==> src/rtl/mem_arbiter.sv <==
// rtl/mem_arbiter.sv - round-robin fetch/data arbiter onto one single-port word memory
module mem_arbiter #(
  parameter int ADDR_W = 32
) (
  input  logic              clk,
  input  logic              resetn,
  input  logic              i_req,
  input  logic [ADDR_W-1:0] i_addr,
  output logic              i_gnt,
  output logic              i_rvalid,
  output logic [31:0]       i_rdata,
  input  logic              d_req,
  input  logic [ADDR_W-1:0] d_addr,
  input  logic              d_we,
  input  logic [3:0]        d_wstrb,
  input  logic [31:0]       d_wdata,
  output logic              d_gnt,
  output logic              d_rvalid,
  output logic [31:0]       d_rdata,
  output logic [ADDR_W-1:0] mem_address,
  output logic [31:0]       mem_data_in,
  input  logic [31:0]       mem_data_out,
  output logic              mem_we
);

  typedef enum logic [1:0] {IDLE, ACCESS, RMW_READ, RMW_WRITE} state_e;

  localparam logic [ADDR_W-1:0] WORD_MASK = ~ADDR_W'(3);

  state_e            state_q;
  logic              port_d_q;     // 1 = data port owns the current transaction
  logic              last_d_q;     // 1 = data port was granted most recently
  logic              we_q;
  logic [3:0]        wstrb_q;
  logic [31:0]       wdata_q;
  logic              i_rvalid_q, d_rvalid_q;
  logic [31:0]       i_rdata_q, d_rdata_q;
  logic [ADDR_W-1:0] mem_address_q;
  logic [31:0]       mem_data_in_q;
  logic              mem_we_q;

  logic              idle;
  logic              partial;
  logic [ADDR_W-1:0] gnt_addr_d;
  logic              gnt_full_d;
  logic [31:0]       merged_d;

  // Grants are decided only in IDLE; on contention the port not served last wins.
  assign idle  = resetn && (state_q == IDLE);
  assign i_gnt = idle && i_req && (!d_req || last_d_q);
  assign d_gnt = idle && d_req && !i_gnt;

  assign partial = we_q && (wstrb_q != 4'b1111) && (wstrb_q != 4'b0000);

  assign i_rvalid    = i_rvalid_q;
  assign d_rvalid    = d_rvalid_q;
  assign i_rdata     = i_rdata_q;
  assign d_rdata     = d_rdata_q;
  assign mem_address = mem_address_q;
  assign mem_data_in = mem_data_in_q;
  assign mem_we      = mem_we_q;

  // Word-aligned address of the winning request and whether it is a full-word store.
  always_comb begin
    gnt_addr_d = (d_gnt ? d_addr : i_addr) & WORD_MASK;
    gnt_full_d = d_gnt && d_we && (d_wstrb == 4'b1111);
  end

  // Byte-lane merge of the store data over the old word read in RMW_READ.
  always_comb begin
    merged_d = mem_data_out;
    for (int k = 0; k < 4; k++) begin
      if (wstrb_q[k]) merged_d[8*k +: 8] = wdata_q[8*k +: 8];
    end
  end

  // Transaction FSM; all memory-side and response outputs are registered here.
  always_ff @(posedge clk or negedge resetn) begin
    if (!resetn) begin
      state_q       <= IDLE;
      port_d_q      <= 1'b0;
      last_d_q      <= 1'b1;
      we_q          <= 1'b0;
      wstrb_q       <= 4'b0000;
      wdata_q       <= 32'h0;
      i_rvalid_q    <= 1'b0;
      d_rvalid_q    <= 1'b0;
      i_rdata_q     <= 32'h0;
      d_rdata_q     <= 32'h0;
      mem_address_q <= '0;
      mem_data_in_q <= 32'h0;
      mem_we_q      <= 1'b0;
    end else begin
      i_rvalid_q <= 1'b0;
      d_rvalid_q <= 1'b0;
      case (state_q)
        IDLE: begin
          if (i_gnt || d_gnt) begin
            port_d_q      <= d_gnt;
            last_d_q      <= d_gnt;
            we_q          <= d_gnt && d_we;
            wstrb_q       <= d_gnt ? d_wstrb : 4'b0000;
            wdata_q       <= d_gnt ? d_wdata : 32'h0;
            mem_address_q <= gnt_addr_d;
            mem_we_q      <= gnt_full_d;
            mem_data_in_q <= gnt_full_d ? d_wdata : 32'h0;
            state_q       <= ACCESS;
          end
        end
        ACCESS: begin
          mem_we_q      <= 1'b0;
          mem_data_in_q <= 32'h0;
          if (partial) begin
            state_q <= RMW_READ;
          end else begin
            state_q       <= IDLE;
            mem_address_q <= '0;
            if (port_d_q) begin
              d_rvalid_q <= 1'b1;
              d_rdata_q  <= we_q ? 32'h0 : mem_data_out;
            end else begin
              i_rvalid_q <= 1'b1;
              i_rdata_q  <= mem_data_out;
            end
          end
        end
        RMW_READ: begin
          mem_we_q      <= 1'b1;
          mem_data_in_q <= merged_d;
          state_q       <= RMW_WRITE;
        end
        RMW_WRITE: begin
          mem_we_q      <= 1'b0;
          mem_data_in_q <= 32'h0;
          mem_address_q <= '0;
          d_rvalid_q    <= 1'b1;
          d_rdata_q     <= 32'h0;
          state_q       <= IDLE;
        end
        default: begin
          state_q <= IDLE;
        end
      endcase
    end
  end

endmodule
==> config.mk <==
export PLATFORM = sky130hd
export DESIGN_NAME = mem_arbiter
export DESIGN_NICKNAME = d
export VERILOG_FILES = /design/src/rtl/mem_arbiter.sv
export SDC_FILE = /design/constraint.sdc
export NUM_CORES = 1
export LEC_CHECK = 0
export ABC_AREA = 0
export BUFFER_PORTS_ARGS = -buffer_cell sky130_fd_sc_hd__buf_2
export CORE_MARGIN = 3
export CORE_UTILIZATION = 48
export CTS_CLUSTER_SIZE = 10
export DETAILED_ROUTE_END_ITERATION = 8
export GPL_ROUTABILITY_DRIVEN = 1
export PLACE_DENSITY = 0.85
export REMOVE_ABC_BUFFERS = 1
export SYNTH_ARGS = -nofsm -noshare
export SYNTH_HDL_FRONTEND = slang
export SYNTH_SLANG_ARGS = --single-unit
==> constraint.sdc <==
create_clock -name clk -period 3.4 [get_ports clk]
set_input_delay 0.17 -clock clk [delete_from_list [all_inputs] [get_ports clk]]
set_output_delay 0.17 -clock clk [all_outputs]
set_load 0.03 [all_outputs]
* Yosys cells after proc, flatten, opt, wreduce, memory -nomap -nowiden
Index checks and enable logic that the tools add are counted.
W data, S select, Z words.
** Operators by class
- Eq/ne operators :: 8
- Mux-type cells :: 28
- Bitwise logic cells :: 2
- Reductions and logical operators :: 22
** Operators by type and width (number)
- $mux W32 :: 9
- $pmux W32 S3 :: 2
- $pmux W32 S2 :: 1
- $mux W8 :: 4
- $logic_and A1 B1 Y1 :: 9
- $reduce_and A3 Y1 :: 3
- $pmux W2 S4 :: 1
- $mux W1 :: 6
- $eq A2 B2 Y1 const B :: 2
- $eq A4 B4 Y1 const B :: 1
- $mux W2 :: 2
- $mux W4 :: 1
- $ne A2 B2 Y1 const B :: 2
- $ne A4 B4 Y1 const B :: 1
- $reduce_bool A4 Y1 :: 1
- $pmux W1 S3 :: 1
- $reduce_bool A3 Y1 :: 1
- $eq A2 B1 Y1 const B :: 1
- $logic_not A1 Y1 :: 2
- $logic_not A2 Y1 :: 1
- $logic_or A1 B1 Y1 :: 2
- $ne A2 B1 Y1 const B :: 1
- $not A1 Y1 :: 2
- $pmux W1 S2 :: 1
- 3 further kinds :: 3
** Storage, ports and cells
- Flip-flop bits (word level) :: 172
- Input port bits :: 137
- Output and inout bits :: 133
- Word-level logic and storage cells :: 73

* Longest topological paths before layout
Gate-level depths: netlist of the first run.
- Depth in word-level cells :: 11
- Gate-level depth with buffers :: 8
- Depth with buffers taken out :: 6

* Least setup slack after synthesis of the first run
No wires, ideal clock.
- Kind :: flip-flop to flip-flop
- Start :: register wstrb_q[1]
- End :: register mem_address_q[10] (netlist: mem_address[10])
- Library setup time :: 125 ps
- Data arrival time :: 1901 ps
- Data required time :: 3275 ps
- Slack :: 1374 ps
- Stages on the path, launching flop included :: 6
- Buffers on the path :: 1
- Clock period less this slack :: 2026 ps
- Cells stage by stage :: dfrtp_1 > or4_4 > and3_4 > a211o_4 > buf_12 > mux2_4
** Between the ends
- Longest elaborated chain between the ends :: 5
- Elaborated cells on any way between the ends :: 6
- Those cells by class :: eq/ne: 2; reduce/logical: 4
** Ends and longest elaborated chain
- from (decl) :: RTL line 34 : logic [3:0] wstrb_q;
- from (signal assigned) :: RTL line 102 : wstrb_q <= d_gnt ? d_wstrb : 4'b0000;
- $ne A4 B4 Y1 :: RTL line 53 : assign partial = we_q && (wstrb_q != 4'b1111) && (wstrb_q != 4'b0000);
- $logic_and A1 B1 Y1 :: RTL line 53
- $logic_and A1 B1 Y1 * :: RTL line 53
- $ne A2 B2 Y1 (no source line) *
- $reduce_and A3 Y1 (no source line) *
- to (signal assigned) :: RTL line 104 : mem_address_q <= gnt_addr_d;
- to (decl) :: RTL line 38 : logic [ADDR_W-1:0] mem_address_q;
Every way passes the cells marked *; elsewhere a longest branch is shown, timed or not.
A chain may end at the register's enable or synchronous reset.

* Final worst setup path of the first run
- Start :: input resetn
- End :: output d_gnt
** Between the ends
- Longest elaborated chain between the ends :: 5
- Elaborated cells on any way between the ends :: 6
- Those cells by class :: reduce/logical: 6
** Ends and longest elaborated chain
- from (decl) :: RTL line 6 : input logic resetn,
- $logic_and A1 B1 Y1 * :: RTL line 49 : assign idle = resetn && (state_q == IDLE);
- $logic_and A1 B1 Y1 (2 in series) :: RTL line 50 : assign i_gnt = idle && i_req && (!d_req || last_d_q);
- $logic_not A1 Y1 :: RTL line 51 : assign d_gnt = idle && d_req && !i_gnt;
- $logic_and A1 B1 Y1 * :: RTL line 51
- to (decl) :: RTL line 17 : output logic d_gnt,
Marks and branches as above.

==> impl_metrics.env, run 1 <==
export IMPL_drc=0
export IMPL_syn_avg_cell_area_um2=12.0
export IMPL_synth_cells=651
export IMPL_numCtsBuffers=17
export IMPL_cp_max_fo=52
export IMPL_min_path_type="input port to register"
export IMPL_power_per_cell_area_nw_per_um2=975
export IMPL_ys_async_sr_fraction_pct=100
export IMPL_clock_sinks=170
export IMPL_globalRoute_totalOverflow=0
export IMPL_clk_path_buf_depth=2
export IMPL_drt_pass1_iterations=7
export IMPL_rrSetupSlack_ns=0.89
export IMPL_area_growth_pct=34.5
export IMPL_ant_nets=0
export IMPL_fin_util_pct=66.1
export IMPL_wl_per_cell_um=18.8
export IMPL_finalClockSkew_ns=0.0101
export IMPL_ctsRootBufferMaster="clkbuf_16"
export IMPL_place_worst_setup_slack_ns=0.915
export IMPL_drive_gt1_share_pct=36.7
export IMPL_synth_seq_cells=170
export IMPL_reg2reg_depth=4
export IMPL_synth_edff_count=0
export IMPL_dieArea_um2=17900
export IMPL_clkLatencyLatePin_ns=0.42
export IMPL_required_ns=3.23
export IMPL_worst_slew_pin_transition_ns=1.14
export IMPL_timing_rr_start="wstrb_q[1]"
export IMPL_grt_pass1_wl_mm=35.6
export IMPL_min_period_over_period_pct=79.0
export IMPL_postLayoutCellArea_um2=10500
export IMPL_cellLeakagePower_uw=0.00525
export IMPL_htreeDepth=4
export IMPL_status="completed"
export IMPL_min_path_cells=2
export IMPL_rr_endpoint="mem_address[18]"
export IMPL_synth_seq_area_share_pct=54.3
export IMPL_hold_viol_final=0
export IMPL_cp_arrival_ns=2.52
export IMPL_setup_viol=0
export IMPL_die_x_um=134
export IMPL_crit_chain="dlygate4sd3_1 -> buf_6 -> nand3_1 -> a21oi_4 -> buf_12 -> buf_2"
export IMPL_vias=6457
export IMPL_fin_nets=1101
export IMPL_synth_area_um2=7830
export IMPL_core_area_um2=15900
export IMPL_rows=46
export IMPL_fin_crit_ns=2.69
export IMPL_worst_setup_path_end_kind="output pin"
export IMPL_synth_top_flop_cell="dfrtp_1"
export IMPL_slew_viol_final=0
export IMPL_cts_resized=0
export IMPL_grtUsageTotal_pct=25.4
export IMPL_cts_tree="yes"
export IMPL_drt_iter0_drc=402
export IMPL_nFillCells=1193
export IMPL_grt_pass1_vias=6705
export IMPL_grt_max_degree=69
export IMPL_dp_hpwl_mm=14.3
export IMPL_maxCapViolCount=0
export IMPL_placed_area_um2=9310
export IMPL_yosysWarnings=0
export IMPL_antenna_found_initial=0
export IMPL_clk_pin_slew_ns=0.06
export IMPL_num_io_pins=270
export IMPL_max_stage_delay_ns=0.58
export IMPL_hp_start="mem_data_out[2]"
export IMPL_routed_wl_mm=22.3
export IMPL_yosysUniqueCellTypes=40
export IMPL_fin_ws_ns=0.713
export IMPL_holdPathEnd="i_rdata[2]"
export IMPL_regArea_um2=4260
export IMPL_start_kind="input port"
export IMPL_place_port_buffers=263
export IMPL_rsz0062_at_grt="false"
export IMPL_crit_type="input port to output pin"
export IMPL_via_per_inst=5.44
export IMPL_critPathSlowestCell="dlygate4sd3_1"
export IMPL_peakVddDrop_mv=0.627
export IMPL_fmax_ghz=0.372
export IMPL_gp_congestion=0.754
export IMPL_multiInputGateArea_um2=3310
export IMPL_n_antenna_cell=0
export IMPL_relSlewSlack_pct=23.5
export IMPL_die_y_um=134
export IMPL_start_util_pct=49.1
## critical path: cells and delay by family
kind / cells / cell delay (ns)
simple gates: 1 / 0.21
buf+inv: 4 / 1.57
compound gates: 1 / 0.48
## state kept, by name, indices dropped and copies added (netlist names), 4 cells and up, named ones only
register	cells
mem_address	30
d_rdata	32
wstrb_q	4
wdata_q	32
mem_data_in	32
i_rdata	32
## cell usage in the layout (no fill, tap or decap), types with 3 or more instances in the layout
master         instances
inv_1                  3
clkinv_2               4
buf_2                262
mux2_1                32
nand2_1               94
buf_4                 16
inv_6                  5
o21ai_0                7
a31oi_1                3
ha_1                   4
o21ai_1               27
a211oi_1              32
mux2_4                30
a21oi_1               34
dlygate4sd3_1         64
a22o_1                69
mux2i_1               62
nor2_1                 3
clkbuf_16             17
dfrtp_1              169
## worst max-delay path by stage
stage	start	end	slack, ns	depth (start not counted)
3_3_place_gp	wstrb_q[1]	mem_address[30]	0.94	4
2_1_floorplan	state_q[0]	mem_we	-2.08	6
6_report	resetn	d_gnt	0.71	6
4_1_cts	resetn	d_gnt	0.70	6
5_1_grt	resetn	d_gnt	0.57	6
3_5_place_dp	wstrb_q[1]	mem_address[17]	0.92	4
## final cells by class
type / instances / area share [%]
clock inverters: 13 / 1.33
clock buffers: 19 / 4.21
well taps: 216 / 2.57
inverters: 3 / 0.107
repair buffers: 344 / 20.0
flip-flops and latches: 170 / 40.4
multi-input cells: 423 / 31.4
## what timing repair did
action / 4_1_cts / 5_1_grt
hold buffers: 64 / 0
buffers inserted: 0 / 0
endpoints found under the setup margin: 0 / 0
hold endpoints to repair: 161 / 0
## where the power goes
| part | internal [µW] | switching (µW) |
|---|---|---|
| clock network | 1110 | 822 |
| registers | 2770 | 495 |
| logic | 2010 | 3050 |
| total | 5890 | 4370 |
## synthesized netlist by cell type (all sizes together), types with 3 or more instances
cell	instances	area (µm²)
a211oi	32	240
a22o	69	604
nand2	94	353
a31oi	3	18.8
mux2i	62	621
nor2	4	15.0
o21ai	36	180
ha	5	62.6
inv	3	11.3
mux2	62	811
dfrtp	169	4230
buf	16	145
a21oi	36	184
clkbuf	37	139
## metrics by stage
stage               std cells  TNS [ns]  total power, µW  hold WS (ns)
floorplan                 596   -119.44             6750        -0.126
global placement         1092         0             8090         0.153
detailed placement       1092         0             8260         0.160
CTS                      1188         0            10300     0.0000952
global route             1188         0            10800       0.00684
finish                   1188         0            10300        0.0171
## routing by layer
metal | vias to the layer above | routed length (µm) | track usage [%]
li1 | 2980 | - | -
met1 | 3130 | 9050 | 31.5
met5 | - | 0 | 0
met4 | 0 | 414 | 9.31
met2 | 317 | 11300 | 43.4
met3 | 30 | 1580 | 5.85
## cell families after synthesis
family / count (synthesis) / share of synthesized area, %
buffers and inverters: 59 / 4.20
other: 1 / 0.0479
DFF: 170 / 54.3
AOI/OAI and AO/OA: 178 / 16.0
adders and majority gates: 5 / 0.799
and+or+nand+nor: 114 / 6.33
muxes: 124 / 18.3
No activity file was read; power rests on OpenSTA's default activity.
==> run 2: changes to the inputs <==
ABC_AREA = 1   (was 0)
CORE_UTILIZATION = 46   (was 48)
clock period = 2.3 ns   (was 3.4 ns; I/O delays follow)
==> run 2 against run 1 <==
  * First-iteration DRC count up 23%
  * Design area up 5.1%
  * Wire length up 12%
  * Global-route usage up 0.48 points
  * Via count up 28%
  * Critical path depth unchanged
  * Non-clock buffer count up 14
  * Utilization down 2.3 points
==> impl_metrics.env, run 2 <==
export IMPL_n_antenna_cell=0
export IMPL_routed_wl_mm=25.0
export IMPL_synth_seq_area_share_pct=52.2
export IMPL_fin_nets=1522
export IMPL_min_path_cells=5
export IMPL_crit_chain="inv_1 -> ha_2 -> nand3_4 -> a21oi_4 -> buf_12 -> buf_2"
export IMPL_power_per_cell_area_nw_per_um2=1500
export IMPL_vias=8247
export IMPL_drt_iter0_drc=496
export IMPL_dieArea_um2=19400
export IMPL_drt_pass1_iterations=6
export IMPL_syn_avg_cell_area_um2=7.63
export IMPL_layout_commonest_cell="nand2_1"
export IMPL_cellLeakagePower_uw=0.00615
export IMPL_start_util_pct=47.0
export IMPL_min_path_type="input port to register"
export IMPL_rows=48
export IMPL_num_io_pins=270
export IMPL_yosysTopAreaCellShare_pct=51.8
export IMPL_grt_pass1_wl_mm=41.0
export IMPL_htreeDepth=4
export IMPL_clk_path_buf_depth=2
export IMPL_timing_rr_start="state_q[0]"
export IMPL_die_x_um=139
export IMPL_synth_edff_count=0
export IMPL_fin_crit_ns=2.15
export IMPL_numCtsBuffers=17
export IMPL_synth_seq_cells=170
export IMPL_rr_endpoint="mem_data_in[18]"
export IMPL_ys_async_sr_fraction_pct=100
export IMPL_place_port_buffers=263
export IMPL_synth_top_flop_cell="dfrtp_1"
export IMPL_regArea_um2=4260
export IMPL_multiInputGateArea_um2=3190
export IMPL_finalClockSkew_ns=0.0123
export IMPL_holdPathEnd="mem_address[6]"
export IMPL_rsz0062_at_grt="false"
export IMPL_synth_area_top_cells="dfrtp_1 52%, nand2_1 20%, inv_1 4.9%"
export IMPL_slew_viol_final=0
export IMPL_fmax_ghz=0.466
export IMPL_worst_slew_pin_transition_ns=0.830
export IMPL_yosysWarnings=0
export IMPL_hold_viol_final=0
export IMPL_gp_congestion=0.805
export IMPL_clock_sinks=170
export IMPL_wl_per_cell_um=15.4
export IMPL_dp_hpwl_mm=15.5
export IMPL_max_stage_delay_ns=0.42
export IMPL_synthTopCellsByCount="432 x nand2_1, 169 x dfrtp_1, 106 x inv_1"
export IMPL_drive_gt1_share_pct=24.0
export IMPL_crit_buf_inv=3
export IMPL_grtUsageTotal_pct=25.8
export IMPL_clkLatencyLatePin_ns=0.42
export IMPL_setup_tns_ns=0
export IMPL_reg2reg_depth=10
export IMPL_area_growth_pct=35.7
export IMPL_status="completed"
export IMPL_relSlewSlack_pct=44.7
export IMPL_fin_util_pct=63.8
export IMPL_maxCapViolCount=0
export IMPL_ant_nets=0
export IMPL_ctsRootBufferMaster="clkbuf_16"
export IMPL_die_y_um=139
export IMPL_worst_setup_path_end_kind="output pin"
export IMPL_via_per_inst=5.10
export IMPL_rrSetupSlack_ns=0.28
export IMPL_grt_max_degree=159
export IMPL_critPathSlowestCell="dfrtp_1"
export IMPL_grt_pass1_vias=8250
export IMPL_synth_area_um2=8160
export IMPL_start_kind="register"
export IMPL_globalRoute_totalOverflow=0
export IMPL_core_area_um2=17400
export IMPL_yosysUniqueCellTypes=22
export IMPL_crit_family="buffers and inverters"
export IMPL_peakVddDrop_mv=1.38
export IMPL_nFillCells=1371
export IMPL_clk_pin_slew_ns=0.07
export IMPL_antenna_found_initial=0
export IMPL_hp_start="d_addr[6]"
export IMPL_setup_viol=0
export IMPL_crit_type="register to output pin"
export IMPL_mostFrequentLayoutCells="430 x nand2_1, 262 x buf_2, 169 x dfrtp_1"
export IMPL_drc=0
export IMPL_cp_max_fo=18
export IMPL_synth_area_leader_cell="dfrtp_1"
export IMPL_cts_tree="yes"
export IMPL_cp_arrival_ns=2.03
export IMPL_min_period_over_period_pct=93.3
export IMPL_required_ns=2.18
export IMPL_synth_cells=1069
export IMPL_yosysMostFrequentCell="nand2_1"
## run 2: cell types whose count changed after synthesis, moves of 30 or more
cell      change
nand2_1     +338
inv_1       +103
nor2_1      +100
a22o_1       -69
mux2i_1      -62
o21ai_0      +59
a211oi_1     -32
mux2_1       -32
nand4_1      +32
o211ai_1     +32
mux2_4       -30
## run 2: worst max-delay path by stage
| stage | from | endpoint | slack, ns | depth (start not counted) |
|---|---|---|---|---|
| 2_1_floorplan | register | d_rdata[0] | -0.68 | 6 |
| 3_3_place_gp | state_q[0] | mem_data_in[28] | 0.32 | 10 |
| 3_5_place_dp | state_q[0] | mem_data_in[19] | 0.23 | 10 |
| 4_1_cts | state_q[0] | d_gnt | 0.04 | 6 |
| 5_1_grt | state_q[0] | d_gnt | 0.003 | 6 |
| 6_report | state_q[0] | d_gnt | 0.15 | 6 |
## run 2: report_power, final
part,internal [µW],leakage (µW),switching [µW]
registers,4390,0.00216,690
logic,2500,0.00370,6080
clock network,1740,0.000296,1260
## run 2: kinds of logic after synthesis
logic type      count (synthesis)  synth area share [%]
compound gates                136                  9.49
fa+ha+maj                       5                 0.767
buf+inv                       174                  9.08
flops                         170                  52.2
other cells                     1                0.0460
simple gates                  583                  28.5
## run 2: stage by stage
step | power [µW] | cell area, µm² | setup slack (ns) | hold WS [ns] | cells
after floorplan | 10500 | 7820 | -0.678 | -0.181 | 1003
after global placement | 13200 | 9690 | 0.323 | -0.0294 | 1514
after detailed placement | 13500 | 9690 | 0.226 | -0.0298 | 1514
after CTS | 16600 | 11100 | 0.0386 | 0.00885 | 1617
after global routing | 17900 | 11100 | 0.00300 | 0.0359 | 1618
final | 16600 | 11100 | 0.153 | 0.0272 | 1618
## run 2: repair_timing
action                                 in CTS  in global routing
setup endpoints to repair                   1                  1
hold buffers                               69                  0
resized for setup                           1                  0
cloned                                      2                  0
endpoints found under the hold margin     138                  0
buffers inserted                            0                  1
## run 2: worst register-to-register path: cells and delay by family (launching register included)
kind,cells,cell delay (ns)
flops,1,0.42
compound gates,1,0.06
buf+inv,3,0.57
simple gates,5,0.59
fa+ha+maj,1,0.26
## run 2: layout make-up
cell class              instances  share of cell area, %
flip-flops and latches        170                   38.4
well taps                     225                   2.54
clock inverters                14                   1.72
inverters                     107                   3.63
repair buffers                358                   21.0
multi-input cells             726                   28.8
clock buffers                  18                   3.88
## run 2: routing by layer
layer / part of all wire, % / track usage, % / vias up
met5: 0 / 0 / -
met4: 2.5 / 9.47 / 0
met3: 8.1 / 5.59 / 62
met2: 49 / 44.3 / 435
met1: 41 / 32.3 / 3817
li1: - / - / 3933
